[src/rtl/hdmi_pkg.sv]
// Shared types and constants for the HDMI video timing controller.
// Holds the axis state enums, default 640x480 timing, coordinate widths and the colour-bar table.
package hdmi_pkg;

    localparam int X_W   = 11;
    localparam int Y_W   = 10;
    localparam int RGB_W = 24;

    localparam int DEF_H_ACTIVE = 640;
    localparam int DEF_H_FP     = 16;
    localparam int DEF_H_SYNC   = 96;
    localparam int DEF_H_BP     = 48;
    localparam int DEF_V_ACTIVE = 480;
    localparam int DEF_V_FP     = 10;
    localparam int DEF_V_SYNC   = 2;
    localparam int DEF_V_BP     = 33;

    // All three enums share one encoding so an axis segment code maps directly onto either view.
    typedef enum logic [1:0] {SEG_ACT, SEG_FP, SEG_SYNC, SEG_BP} seg_state_t;
    typedef enum logic [1:0] {H_ACT, H_FP, H_SYNC, H_BP} h_state_t;
    typedef enum logic [1:0] {V_ACT, V_FP, V_SYNC, V_BP} v_state_t;

    function automatic logic [RGB_W-1:0] bar_rgb(input logic [2:0] idx);
        logic [RGB_W-1:0] c;
        case (idx)
            3'd0:    c = 24'hFFFFFF;
            3'd1:    c = 24'hFFFF00;
            3'd2:    c = 24'h00FFFF;
            3'd3:    c = 24'h00FF00;
            3'd4:    c = 24'hFF00FF;
            3'd5:    c = 24'hFF0000;
            3'd6:    c = 24'h0000FF;
            default: c = 24'h000000;
        endcase
        return c;
    endfunction

endpackage

[src/rtl/hdmi_timing_axis.sv]
// One raster axis: wrapping counter plus ACTIVE/FP/SYNC/BP segment FSM.
// Used once for the horizontal axis (advance every pixel) and once for the vertical axis (advance per line).
module hdmi_timing_axis
    import hdmi_pkg::*;
#(
    parameter int   W        = 11,
    parameter int   ACTIVE   = 640,
    parameter int   FP       = 16,
    parameter int   SYNC     = 96,
    parameter int   BP       = 48,
    parameter logic SYNC_POL = 1'b0
) (
    input  logic         clk,
    input  logic         reset_n,
    input  logic         adv,
    output logic [W-1:0] cnt,
    output logic [1:0]   seg,
    output logic         wrap,
    output logic         sync
);

    localparam int TOTAL = ACTIVE + FP + SYNC + BP;
    localparam logic [W-1:0] LAST_ACT  = W'(ACTIVE - 1);
    localparam logic [W-1:0] LAST_FP   = W'(ACTIVE + FP - 1);
    localparam logic [W-1:0] LAST_SYNC = W'(ACTIVE + FP + SYNC - 1);
    localparam logic [W-1:0] LAST      = W'(TOTAL - 1);

    if (TOTAL > (1 << W)) begin : g_total_too_wide
        $error("hdmi_timing_axis: timing total does not fit the counter width");
    end

    seg_state_t   state;
    seg_state_t   state_nxt;
    logic [W-1:0] cnt_nxt;

    always_ff @(posedge clk or negedge reset_n) begin
        if (!reset_n) begin
            state <= SEG_ACT;
            cnt   <= '0;
        end else begin
            state <= state_nxt;
            cnt   <= cnt_nxt;
        end
    end

    // Segment boundaries are absolute counter values, so the FSM and counter stay locked together.
    always_comb begin
        state_nxt = state;
        cnt_nxt   = cnt;
        wrap      = 1'b0;
        if (adv) begin
            wrap    = (cnt == LAST);
            cnt_nxt = wrap ? '0 : cnt + 1'b1;
            case (state)
                SEG_ACT:  if (cnt == LAST_ACT)  state_nxt = SEG_FP;
                SEG_FP:   if (cnt == LAST_FP)   state_nxt = SEG_SYNC;
                SEG_SYNC: if (cnt == LAST_SYNC) state_nxt = SEG_BP;
                SEG_BP:   if (cnt == LAST)      state_nxt = SEG_ACT;
                default:  state_nxt = SEG_ACT;
            endcase
        end
    end

    assign seg  = state;
    assign sync = (state == SEG_SYNC) ? SYNC_POL : ~SYNC_POL;

endmodule

[src/rtl/hdmi_timing_ctrl.sv]
// HDMI raster timing controller: pixel fetch handshake and TMDS encoder DE/data/control sequencing.
// Optional colour-bar generator enabled by defining HDMI_TIMING_TEST_PATTERN_EN.
module hdmi_timing_ctrl
    import hdmi_pkg::*;
#(
    parameter int               H_ACTIVE  = DEF_H_ACTIVE,
    parameter int               H_FP      = DEF_H_FP,
    parameter int               H_SYNC    = DEF_H_SYNC,
    parameter int               H_BP      = DEF_H_BP,
    parameter int               V_ACTIVE  = DEF_V_ACTIVE,
    parameter int               V_FP      = DEF_V_FP,
    parameter int               V_SYNC    = DEF_V_SYNC,
    parameter int               V_BP      = DEF_V_BP,
    parameter logic             HSYNC_POL = 1'b0,
    parameter logic             VSYNC_POL = 1'b0,
    parameter logic [RGB_W-1:0] BG_RGB    = 24'h000000
) (
    input  logic             clk,
    input  logic             reset_n,
    output logic             pix_req,
    output logic [X_W-1:0]   pix_x,
    output logic [Y_W-1:0]   pix_y,
    output logic             frame_start,
    input  logic             pix_valid,
    input  logic [RGB_W-1:0] pix_rgb,
    output logic             underflow,
    input  logic             underflow_clr,
`ifdef HDMI_TIMING_TEST_PATTERN_EN
    input  logic             test_pattern,
`endif
    output logic             enc_de,
    output logic [7:0]       enc_d0,
    output logic [7:0]       enc_d1,
    output logic [7:0]       enc_d2,
    output logic             enc_c0_0,
    output logic             enc_c1_0,
    output logic             enc_c0_1,
    output logic             enc_c1_1,
    output logic             enc_c0_2,
    output logic             enc_c1_2
);

    logic           run;
    logic           at_origin;
    logic [X_W-1:0] h_cnt;
    logic [Y_W-1:0] v_cnt;
    logic [1:0]     h_seg;
    logic [1:0]     v_seg;
    logic           h_wrap;
    logic           v_wrap;
    logic           h_sync;
    logic           v_sync;
    h_state_t       h_state;
    v_state_t       v_state;
    logic           active;

    logic           hs0, vs0;
    logic           req1, hs1, vs1;
    logic [RGB_W-1:0] rgb_nxt;
    logic           uf_set;
    logic           tp_sel;
    logic [RGB_W-1:0] tp_rgb;

    hdmi_timing_axis #(
        .W(X_W), .ACTIVE(H_ACTIVE), .FP(H_FP), .SYNC(H_SYNC), .BP(H_BP), .SYNC_POL(HSYNC_POL)
    ) u_h_axis (
        .clk(clk), .reset_n(reset_n), .adv(run),
        .cnt(h_cnt), .seg(h_seg), .wrap(h_wrap), .sync(h_sync)
    );

    hdmi_timing_axis #(
        .W(Y_W), .ACTIVE(V_ACTIVE), .FP(V_FP), .SYNC(V_SYNC), .BP(V_BP), .SYNC_POL(VSYNC_POL)
    ) u_v_axis (
        .clk(clk), .reset_n(reset_n), .adv(h_wrap),
        .cnt(v_cnt), .seg(v_seg), .wrap(v_wrap), .sync(v_sync)
    );

    assign h_state = h_state_t'(h_seg);
    assign v_state = v_state_t'(v_seg);
    assign active  = (h_state == H_ACT) && (v_state == V_ACT);

    // The raster holds at (0,0) for one cycle after reset release; at_origin tracks the (0,0) position.
    always_ff @(posedge clk or negedge reset_n) begin
        if (!reset_n) begin
            run       <= 1'b0;
            at_origin <= 1'b1;
        end else begin
            run       <= 1'b1;
            at_origin <= run ? v_wrap : at_origin;
        end
    end

    always_ff @(posedge clk or negedge reset_n) begin
        if (!reset_n) begin
            pix_req     <= 1'b0;
            pix_x       <= '0;
            pix_y       <= '0;
            frame_start <= 1'b0;
            hs0         <= ~HSYNC_POL;
            vs0         <= ~VSYNC_POL;
            req1        <= 1'b0;
            hs1         <= ~HSYNC_POL;
            vs1         <= ~VSYNC_POL;
        end else begin
            pix_req     <= run & active;
            pix_x       <= h_cnt;
            pix_y       <= v_cnt;
            frame_start <= run & at_origin;
            hs0         <= h_sync;
            vs0         <= v_sync;
            req1        <= pix_req;
            hs1         <= hs0;
            vs1         <= vs0;
        end
    end

`ifdef HDMI_TIMING_TEST_PATTERN_EN
    localparam int BAR_W = (H_ACTIVE >= 8) ? H_ACTIVE / 8 : 1;
    localparam logic [X_W-1:0] BAR_W_V = X_W'(BAR_W);

    logic [X_W-1:0] x1;
    logic [X_W-1:0] bar_q;

    always_ff @(posedge clk or negedge reset_n) begin
        if (!reset_n) x1 <= '0;
        else          x1 <= pix_x;
    end

    assign bar_q  = x1 / BAR_W_V;
    assign tp_sel = test_pattern;
    assign tp_rgb = bar_rgb((bar_q > X_W'(7)) ? 3'd7 : bar_q[2:0]);
`else
    assign tp_sel = 1'b0;
    assign tp_rgb = '0;
`endif

    // Data stage: a missing pixel is replaced by the background colour and flagged.
    always_comb begin
        rgb_nxt = '0;
        uf_set  = 1'b0;
        if (req1) begin
            if (tp_sel) begin
                rgb_nxt = tp_rgb;
            end else if (pix_valid) begin
                rgb_nxt = pix_rgb;
            end else begin
                rgb_nxt = BG_RGB;
                uf_set  = 1'b1;
            end
        end
    end

    always_ff @(posedge clk or negedge reset_n) begin
        if (!reset_n) begin
            enc_de    <= 1'b0;
            enc_d0    <= '0;
            enc_d1    <= '0;
            enc_d2    <= '0;
            enc_c0_0  <= ~HSYNC_POL;
            enc_c1_0  <= ~VSYNC_POL;
            underflow <= 1'b0;
        end else begin
            enc_de    <= req1;
            enc_d2    <= rgb_nxt[23:16];
            enc_d1    <= rgb_nxt[15:8];
            enc_d0    <= rgb_nxt[7:0];
            enc_c0_0  <= hs1;
            enc_c1_0  <= vs1;
            underflow <= (underflow & ~underflow_clr) | uf_set;
        end
    end

    assign enc_c0_1 = 1'b0;
    assign enc_c1_1 = 1'b0;
    assign enc_c0_2 = 1'b0;
    assign enc_c1_2 = 1'b0;

endmodule

[config.mk]
export PLATFORM = sky130hd
export DESIGN_NAME = hdmi_timing_ctrl
export DESIGN_NICKNAME = d
export VERILOG_FILES = /design/src/rtl/hdmi_pkg.sv /design/src/rtl/hdmi_timing_axis.sv /design/src/rtl/hdmi_timing_ctrl.sv
export SDC_FILE = /design/constraint.sdc
export NUM_CORES = 1
export LEC_CHECK = 0
export BUFFER_PORTS_ARGS = -buffer_cell sky130_fd_sc_hd__buf_2
export CAP_MARGIN = 20
export CELL_PAD_IN_SITES_DETAIL_PLACEMENT = 0
export CELL_PAD_IN_SITES_GLOBAL_PLACEMENT = 1
export CORE_MARGIN = 2
export CORE_UTILIZATION = 40
export CTS_BUF_LIST = sky130_fd_sc_hd__clkbuf_8 sky130_fd_sc_hd__clkbuf_16
export DETAILED_ROUTE_END_ITERATION = 7
export HOLD_SLACK_MARGIN = 0.12
export PLACE_DENSITY = 0.74
export SETUP_SLACK_MARGIN = 0.4
export SLEW_MARGIN = 10
export SYNTH_ARGS = -nofsm -noshare
export SYNTH_HDL_FRONTEND = slang
export SYNTH_SLANG_ARGS = --single-unit
[constraint.sdc]
create_clock -name clk -period 2.6 [get_ports clk]
set_input_delay 0.52 -clock clk [delete_from_list [all_inputs] [get_ports clk]]
set_output_delay 0.52 -clock clk [all_outputs]
set_load 0.02 [all_outputs]
== After elaboration in Yosys (flattened, before gate mapping) ==
Cells that the tools add are included.
Storage, ports and cells
  word-level logic and storage cells: 76
  input bits: 28
  flip-flop bits (word level): 83
Operators by class
  bitwise operators: 5
  eq/ne operators: 22
  $add $sub $neg: 2
  multiplexer cells: 20
  reduce and logical (&&, ||, !) cells: 5
Operators with widths (count)
  $mux W24: 2
  $eq A11 B10 Y1 const B: 4
  $eq A10 B9 Y1 const B: 3
  $mux W2: 8
  $ne A2 B1 Y1 const B: 8
  $pmux W2 S4: 2
  $add A11 B1 Y11 const B: 1
  $mux W11: 1
  $add A10 B1 Y10 const B: 1
  $eq A10 B10 Y1 const B: 1
  $mux W10: 1
  $reduce_and A5 Y1: 2
  $eq A2 B2 Y1 const B: 4
  $mux W1: 6
  $eq A2 B1 Y1 const B: 2
  $logic_not A2 Y1: 2
  $and A1 B1 Y1: 3
  $logic_and A1 B1 Y1: 1
  $not A1 Y1: 1
  $or A1 B1 Y1: 1

== Depth between registers and ports, before layout ==
Gate-level depths: netlist of the first run.
  depth after elaboration: 3
  mapped depth: 7
  gate-level depth less buffers: 7

== Modules after synthesis ==
A second synthesis of the first run with hierarchy kept.
Second synthesis, totals
  cell total of the unflattened synthesis: 252
  area, all modules: 3260.6 um^2
By module, submodules not included
  hdmi_timing_ctrl: cells an instance 99, instances 1, area each 1736.7 um^2, sequential area each 1460.2 um^2
  hdmi_timing_axis (u_h_axis): cells an instance 77, instances 1, area each 778.2 um^2, sequential area each 325.3 um^2
  hdmi_timing_axis (u_v_axis): cells an instance 76, instances 1, area each 745.7 um^2, sequential area each 300.3 um^2

== Least setup slack after synthesis of the first run ==
No wires, ideal clock.
  path kind: register to register
  start: register u_h_axis.cnt[7]
  end: register u_v_axis.state[1], in the netlist u_v_axis.seg[1]
  buffers on the path: 0
  data required time: 2475 ps
  setup slack: 304 ps
  cell stages (with the launch flop): 6
  data arrival time: 2171 ps
  cell sequence: dfrtp_1 > or4b_4 > nor4b_4 > nand2_4 > a2111oi_4 > mux2_4
On the way
  longest elaborated chain between the ends: 3
RTL lines
  start, declared: line hdmi_timing_axis.sv:16  | output logic [W-1:0] cnt,
  start signal, assigned: line hdmi_timing_axis.sv:42  | cnt <= cnt_nxt;
  $eq A11 B10 Y1: line hdmi_timing_axis.sv:52  | wrap = (cnt == LAST);
  $mux W1: line hdmi_timing_axis.sv:51  | if (adv) begin
  $reduce_and A5 Y1 (no line)
  end signal, assigned: line hdmi_timing_axis.sv:41  | state <= state_nxt;
  end, declared: line hdmi_timing_axis.sv:32  | seg_state_t state;
No other way between the ends.
A chain may end at the register's enable or synchronous reset.

== Final worst setup path of the first run ==
  start: register u_h_axis.cnt[6]
  end: register u_v_axis.state[1], in the netlist u_v_axis.seg[1]
The elaborated chain is that of the path after synthesis.

==> results.env, run 1 <==
RUN_STATUS='complete, no violations'
CRITPATHKIND='flop to flop'
FLOORPLAN.CORE_AREA_SQ_UM=7770
WORSTREG2REGSTART='u_h_axis.cnt[6]'
GRT_MAX_DEGREE=43
CRITICAL_PATH.SLOWEST_CELL='sky130_fd_sc_hd__or4b_4'
DRT_ITER0_MARKERS=106
GRT_REMAINING_OVERFLOW=0
SETUP_TNS_PS=0
TRITONCTS='yes'
GLOBALROUTETOTALUTIL=0.150
DETAIL_ROUTE.WL_PER_CELL_UM=13.7
SYNTH.MUX.AREA_FRACTION=0.0209
NUMCTSBUFFERS=9
IO-PIN-COUNT=83
POST_LAYOUT_NONFILLER_INSTANCES=451
REG2REG_SLACK_PS=430
PLACE_INST=435
HTREEDEPTH=3
CLOCKROOTBUFFER='sky130_fd_sc_hd__clkbuf_8'
GRT_PASS1_VIAS=2062
POST-SYNTH-TOP-COUNT-CELL='sky130_fd_sc_hd__dfrtp_1'
SYNTH-COMPOUND-AREA-SHARE=0.0616
LEAKAGE_nW=2.10
GP_CONGESTION=0.843
TOTAL_DRC_ERRORS_IN_THE_ROUTED_LAYOUT=0
YS.FLOP_TYPE='sky130_fd_sc_hd__dfrtp_1'
INITIAL_ANTENNA_VIOLATION_COUNT=0
P_PER_AREA_nW_PER_UM2=674
DIE_AREA_SQ_UM=8810
CLOCK_PATH_BUFFERS=2
START_KIND='flop'
SYNTHTOPCELLSBYCOUNT='76 x sky130_fd_sc_hd__dfrtp_1, 27 x sky130_fd_sc_hd__and3_1, 15 x sky130_fd_sc_hd__o21ai_0'
YOSYSTOPAREACELLSHARE=0.588
WORST_SETUP_PATH_END_KIND='flop'
VIA_PER_INST=4.80
SETUP_VIOLATIONS=0
SYNTH-ASYNC-RESET-RATIO=1.00
FILLER_CELL_COUNT=692
MAX_FREQ_MHz=461
ENDPOINT='u_v_axis.seg[1]'
REPORT.FINAL.HOLD_VIOL_COUNT=0
LAYOUT.AREA.SEQ_SQ_UM=2090
R2R.WORST_PATH.CELLS=5
SYN_AVG_CELL_AREA_SQ_UM=12.6
CRIT_PATH_START='u_h_axis.cnt[6]'
SYNTH.DISTINCT_CELLS=44
NETLIST_INSTANCES=256
PLACE_WS_PS=306
GRT_FIRST_PASS_WIRELENGTH_UM=10200
WORST_HOLD_PATH_TYPE='primary input to async pin'
YS_SEQ_ELEMENTS=83
MULTI_INPUT_COMB_AREA_SQ_UM=1050
TOTALWIRELENGTH_UM=6160
SYNTH_TOP_AREA_CELL='sky130_fd_sc_hd__dfrtp_1'
CTS.CLK_SLEW.WORST_PATHS_PS=80
TIGHTEST_SLEW_PS=582
DRIVE_ABOVE_1_SHARE=0.338
ANTENNA_VIOLATING_NETS_LEFT=0
SYNTHESIS.YOSYS.WARNINGS=0
TRITONCTS_NUM_SINKS=83
TOTAL_VIA_COUNT_AFTER_DETAILED_ROUTING=2164
TIMING.FINAL.CRIT_SHARE=0.834
PATH_MAX_FANOUT=9
YS_SEQ_AREA_FRAC=0.645
REPORT.FINAL.SLEW_VIOL_COUNT=0
PLACE.DETAILED.HPWL_UM=4400
TIMING.FINAL.WS_SETUP_PS=432
DETAIL_ROUTE.FIRST_PASS.ITERATIONS=4
YOSYS.AREA_SHARE.SIMPLE=0.168
ROW_COUNT=32
COUNT_OF_INPUT_AND_OUTPUT_BUFFERS=78
REG2REG_TO='u_v_axis.seg[1]'
COUNT_OF_MAX_CAP_CONSTRAINT_VIOLATIONS=0
DIE_WIDTH_UM=93.9
SYNTH_FA_HA_AREA_FRAC=0.0465
CRITPATHARRIVALTIME_PS=2390
SYNTH_TOP_CELLS_BY_AREA='sky130_fd_sc_hd__dfrtp_1 59%, sky130_fd_sc_hd__dfstp_2 5.7%, sky130_fd_sc_hd__and3_1 5.2%'
TIMING.FINAL.CRIT_PERIOD_PS=2170
CHIPHEIGHT_UM=93.9
CRITPATHREQUIREDTIME_PS=2820
CTS_HOLD_BUF=0
UNREPAIRED_SETUP_ENDPOINTS_AFTER_GLOBAL_ROUTING='true'
FINAL_CELL_AREA_SQ_UM=3990
CLOCK_INSERTION_DELAY_WORST_SKEW_PS=340
MAX_STAGE_DELAY_PS=550
LAYOUT.NETS=385
CP_CELL_SEQUENCE='or4b_4 > nor4b_4 > nand2_4 > a2111oi_4 > mux2_4'
VDD_IR_DROP_MAX_mV=0.400
FIN_SKEW_PS=8.94
TIMING.MAX_SLEW.REL_SLACK=0.612
SYNTH-XOR-AREA-SHARE=0.0217
LARGEST_FAMILY_OF_LOGIC_CELLS_BY_SYNTHESIZED_AREA='simple AND/OR/NAND/NOR gates'
AREA_GROWTH_FROM_SYNTHESIS_TO_LAYOUT_PCT=23.5
SYNTH_EDF_COUNT=0
INITIAL_UTILIZATION=0.416
PLACE_AREA_SQ_UM=3770
ANTENNA_CELLS=0
SYNTHESIS.AREA_SQ_UM=3230
==> metrics by stage <==
| stage | hold slack (ps) | total power [mW] | util |
|---|---|---|---|
| 6_report | 159 | 2.69 | 0.514 |
| 4_1_cts | 165 | 2.73 | 0.513 |
| 3_3_place_gp | 345 | 1.76 | 0.486 |
| 2_1_floorplan | 224 | 1.63 | - |
| 5_1_grt | 191 | 2.82 | 0.514 |
| 3_5_place_dp | 347 | 1.76 | 0.486 |
==> layout make-up <==
| type | count | area share |
|---|---|---|
| Sequential cell | 83 | 0.523 |
| Multi-Input combinational cell | 151 | 0.264 |
| Timing Repair Buffer | 86 | 0.117 |
| Tap cell | 102 | 0.0320 |
| Clock buffer | 9 | 0.0310 |
| Clock inverter | 6 | 0.0207 |
| Inverter | 14 | 0.0132 |
==> routing by layer <==
layer	GRT usage	vias to the layer above	wire length, um
li1	-	1053	-
met5	0	-	0
met1	0.214	1013	2920
met4	0.0737	0	114
met3	0.0329	11	481
met2	0.217	87	2640
==> worst max-delay path: cells and delay by family (launching register included) <==
kind,cells,cell delay (ps)
multiplexers,1,330
AND/OR/NAND/NOR,3,1050
flip-flops,1,390
AO/OA/AOI/OAI,1,280
==> registers in the layout (all words and copies together), names as in the netlist, 2 cells and up <==
signal        count
enc_d2            8
enc_d1            8
u_h_axis.seg      2
u_v_axis.seg      2
pix_y            10
u_v_axis.cnt     10
u_h_axis.cnt     11
enc_d0            8
pix_x            11
==> cell usage in the layout, fill, tap and decap left out, types with 9 or more instances in the layout <==
| master | instances |
|---|---|
| sky130_fd_sc_hd__ha_1 | 12 |
| sky130_fd_sc_hd__nand2_1 | 12 |
| sky130_fd_sc_hd__o21ai_0 | 15 |
| sky130_fd_sc_hd__inv_1 | 15 |
| sky130_fd_sc_hd__buf_2 | 77 |
| sky130_fd_sc_hd__and3_1 | 27 |
| sky130_fd_sc_hd__nor2_1 | 13 |
| sky130_fd_sc_hd__dfrtp_1 | 76 |
| sky130_fd_sc_hd__clkbuf_8 | 9 |
==> logic make-up (layout without fill, tap and decap cells) <==
family,count (synthesis),in the layout
AND/OR/NAND/NOR,91,91
flip-flops,83,83
AO/OA/AOI/OAI,29,29
buffers and inverters,25,115
adder cells (fa/ha/maj),12,12
XOR/XNOR,8,8
multiplexers,6,6
other,2,5
==> worst min-delay path by stage <==
stage	from	endpoint	slack [ps]	cells after the start
3_3_place_gp	hs1	enc_c0_0	350	0
6_report	reset_n	enc_d1[6]	160	1
2_1_floorplan	reset_n	enc_d0[0]	220	0
4_1_cts	reset_n	enc_d2[2]	160	1
3_5_place_dp	hs1	enc_c0_0	350	0
5_1_grt	reset_n	enc_d2[2]	190	1
==> repair_timing <==
action	CTS	global route
setup buffers	1	0
endpoints found under the setup margin	8	5
pin swaps	2	2
endpoints found under the hold margin	0	0
resized for setup	1	1
==> power by group <==
part	internal, mW	switching (mW)
sequential	1.38	0.0691
combinational	0.113	0.173
clock	0.531	0.428
total	2.02	0.670
Power figures use the tool's default switching activity.
==> run 2, diff against run 1 <==
Clock period 2.6 ns to 2.1 ns, I/O delays scaled along.
==> run 2 against run 1 <==
  * Cell count is 6.4% higher
  * Clock power increased by 16%
  * Setup slack worse by 420 ps
  * Final area rose by 8.2%
  * First-iteration DRC count up 23%
  * Largest power group unchanged
==> results.env, run 2 (synthesis results as in run 1) <==
MIN_DELAY_WORST_ENDPOINT='underflow'
GLOBALROUTETOTALUTIL=0.161  # +0.0111
MAX_STAGE_DELAY_PS=550  # about the same
RUN_STATUS='complete, no violations'
NUMCTSBUFFERS=9  # unchanged
INITIAL_ANTENNA_VIOLATION_COUNT=0  # unchanged
FIN_HOLD_WS_PS=271  # +111 ps
TRITONCTS_NUM_SINKS=83  # unchanged
MAX_FREQ_MHz=479  # +3.9%
MOST_COMMON_CELL_AFTER_LAYOUT_FILL_AND_TAPS_ASIDE='sky130_fd_sc_hd__buf_2'
LAYOUT.CELLS.MOST_COMMON_LIST='77 x sky130_fd_sc_hd__buf_2, 74 x sky130_fd_sc_hd__dfrtp_1, 30 x sky130_fd_sc_hd__buf_4'
INITIAL_UTILIZATION=0.416  # unchanged
CLOCK_INSERTION_DELAY_WORST_SKEW_PS=340  # about the same
FIN_SKEW_PS=11.6  # +2.66 ps
TOTAL_VIA_COUNT_AFTER_DETAILED_ROUTING=2298  # +6.2%
LEAKAGE_nW=2.27  # +8.2%
IO-PIN-COUNT=83  # unchanged
GRT_PASS1_VIAS=2233  # +8.3%
WORST_HOLD_PATH_TYPE='primary input to flop'
CRITICAL_PATH.SLOWEST_CELL='sky130_fd_sc_hd__or4b_4'
DIE_WIDTH_UM=93.9  # unchanged
TIMING.MAX_SLEW.REL_SLACK=0.602  # -0.00986
COUNT_OF_INPUT_AND_OUTPUT_BUFFERS=78  # unchanged
SETUP_VIOLATIONS=0  # unchanged
POWER_FRAC_SEQ=0.533  # -0.004
HP-START='underflow_clr'
REG_TOP3='pix_x x11, u_h_axis.cnt x11'
POST_LAYOUT_NONFILLER_INSTANCES=480  # +6.4%
CRITPATHBUFINV=1  # +1
R2R.WORST_PATH.CELLS=6  # +1
AREA_GROWTH_FROM_SYNTHESIS_TO_LAYOUT_PCT=33.6
GP_CONGESTION=0.792  # -6.0%
PLACE_INST=458  # +5.3%
INTERNAL_POWER_mW=2.43  # +20%
HOLD_PATH_DEPTH=2
GRT_FIRST_PASS_WIRELENGTH_UM=11000  # +7.1%
TOTAL_DRC_ERRORS_IN_THE_ROUTED_LAYOUT=0  # unchanged
POWER.SWITCHING_mW=0.870  # +30%
FLOORPLAN.CORE_AREA_SQ_UM=7770  # unchanged
TIMING.FINAL.CRIT_SHARE=0.994  # +0.160
P_PER_AREA_nW_PER_UM2=764  # +13%
TIMING.FINAL.CRIT_PERIOD_PS=2090  # -81.0 ps
ANTENNA_CELLS=0  # unchanged
CRITPATHARRIVALTIME_PS=2320  # -70 ps
TOTALWIRELENGTH_UM=6790  # +10%
PLACE_AREA_SQ_UM=3960  # +5.1%
POWER.COMBINATIONAL.FRACTION=0.131  # +0.025
VDD_IR_DROP_MAX_mV=0.463  # +16%
UNREPAIRED_SETUP_ENDPOINTS_AFTER_GLOBAL_ROUTING='true'
DRT_ITER0_MARKERS=130  # +23%
PLACE.DETAILED.HPWL_UM=4710  # +7.0%
REPORT.FINAL.SLEW_VIOL_COUNT=0  # unchanged
CP_CELL_SEQUENCE='or4b_4 > nor4b_4 > buf_4 > o211ai_1 > nor3_2 > mux2_4'
CRITPATHKIND='flop to flop'
ROW_COUNT=32  # unchanged
CLOCK_PATH_BUFFERS=2  # unchanged
ANTENNA_VIOLATING_NETS_LEFT=0  # unchanged
CHIPHEIGHT_UM=93.9  # unchanged
TRITONCTS='yes'
VIA_PER_INST=4.79  # -0.22%
FILLER_CELL_COUNT=687  # -0.72%
DETAIL_ROUTE.FIRST_PASS.ITERATIONS=4  # unchanged
REPORT.FINAL.HOLD_VIOL_COUNT=0  # unchanged
REG2REG_TO='u_h_axis.seg[1]'
DETAIL_ROUTE.WL_PER_CELL_UM=14.1  # +3.6%
HTREEDEPTH=3  # unchanged
PWR-SHARE-CLK=0.336  # -0.020
GRT_REMAINING_OVERFLOW=0  # unchanged
TIGHTEST_SLEW_PS=591  # +9.34 ps
DIE_AREA_SQ_UM=8810  # unchanged
WORSTREG2REGSTART='u_h_axis.cnt[7]'
DRIVE_ABOVE_1_SHARE=0.431  # +0.0931
GRT_MAX_DEGREE=39  # -9.3%
REG2REG_SLACK_PS=10  # -420 ps
LAYOUT.NETS=413  # +7.3%
CLOCKROOTBUFFER='sky130_fd_sc_hd__clkbuf_8'
FINISH.UTILIZATION=0.556  # +0.0424
POWER.SWITCHING_FRACTION=0.264  # +0.0145
COUNT_OF_MAX_CAP_CONSTRAINT_VIOLATIONS=0  # unchanged
START_KIND='flop'
CTS.CLK_SLEW.WORST_PATHS_PS=80  # about the same
FINAL_CELL_AREA_SQ_UM=4320  # +8.2%
CRITICAL-PATH-TOP-DELAY-FAMILY='simple AND/OR/NAND/NOR gates'
CRITPATHREQUIREDTIME_PS=2330  # -490 ps
PATH_MAX_FANOUT=5  # -4
WORST_SETUP_PATH_END_KIND='flop'
## run 2: routing by layer
metal / share of wire / vias up / GRT usage
li1: - / 1107 / -
met1: 0.46 / 1101 / 0.219
met2: 0.45 / 83 / 0.247
met3: 0.075 / 7 / 0.0441
met4: 0.014 / 0 / 0.0616
met5: 0 / - / 0
## run 2: timing repair
item                                    CTS  global route
endpoints found under the setup margin   21            22
pin swaps                                 9             4
buffers inserted                          2             3
hold buffers                              1             0
endpoints found under the hold margin    28             0
resized for setup                         8            27
## run 2: worst reg2reg max path: stages (launching register included)
cell                       delay, ps
sky130_fd_sc_hd__dfrtp_1         380
sky130_fd_sc_hd__or4b_4          550
sky130_fd_sc_hd__nor4b_4         210
sky130_fd_sc_hd__buf_4           180
sky130_fd_sc_hd__o211ai_1        100
sky130_fd_sc_hd__nor3_2          230
sky130_fd_sc_hd__mux2_4          320
## run 2: how the worst max path moves through the flow
stage,from,endpoint,slack [ps],cells after the start
2_1_floorplan,u_h_axis.cnt[6],u_v_axis.seg[1],-190,5
3_3_place_gp,u_h_axis.cnt[6],u_v_axis.seg[1],-60,6
3_5_place_dp,u_h_axis.cnt[6],u_v_axis.seg[1],-90,6
4_1_cts,u_h_axis.cnt[5],u_h_axis.seg[1],-40,6
5_1_grt,u_h_axis.cnt[7],u_h_axis.seg[0],-60,7
6_report,u_h_axis.cnt[7],u_h_axis.seg[1],10,6
## run 2: power groups by stage
stage               combinational, mW  clock (mW)  sequential [mW]
floorplan                       0.128           0             1.89
global placement                0.428           0             1.79
detailed placement              0.431           0             1.79
CTS                             0.435        1.15             1.76
global route                    0.476        1.22             1.78
finish                          0.433        1.11             1.76
## run 2: stage by stage
stage | worst slack, ps | total power [mW] | setup TNS [ps]
2_1_floorplan | -189 | 2.02 | -423
4_1_cts | -36.0 | 3.35 | -50.0
3_3_place_gp | -60.9 | 2.21 | -99.2
6_report | 13.5 | 3.30 | 0
5_1_grt | -62.5 | 3.47 | -175
3_5_place_dp | -93.7 | 2.22 | -294
## run 2: final cells by class
| cell class | instances | area, sq um | share of cell area |
|---|---|---|---|
| Sequential cell | 83 | 2090 | 0.483 |
| Multi-Input combinational cell | 151 | 1160 | 0.268 |
| Clock buffer | 9 | 124 | 0.0287 |
| Inverter | 14 | 52.6 | 0.0122 |
| Tap cell | 102 | 128 | 0.0295 |
| Timing Repair Buffer | 114 | 701 | 0.162 |
| Clock inverter | 7 | 70.1 | 0.0162 |
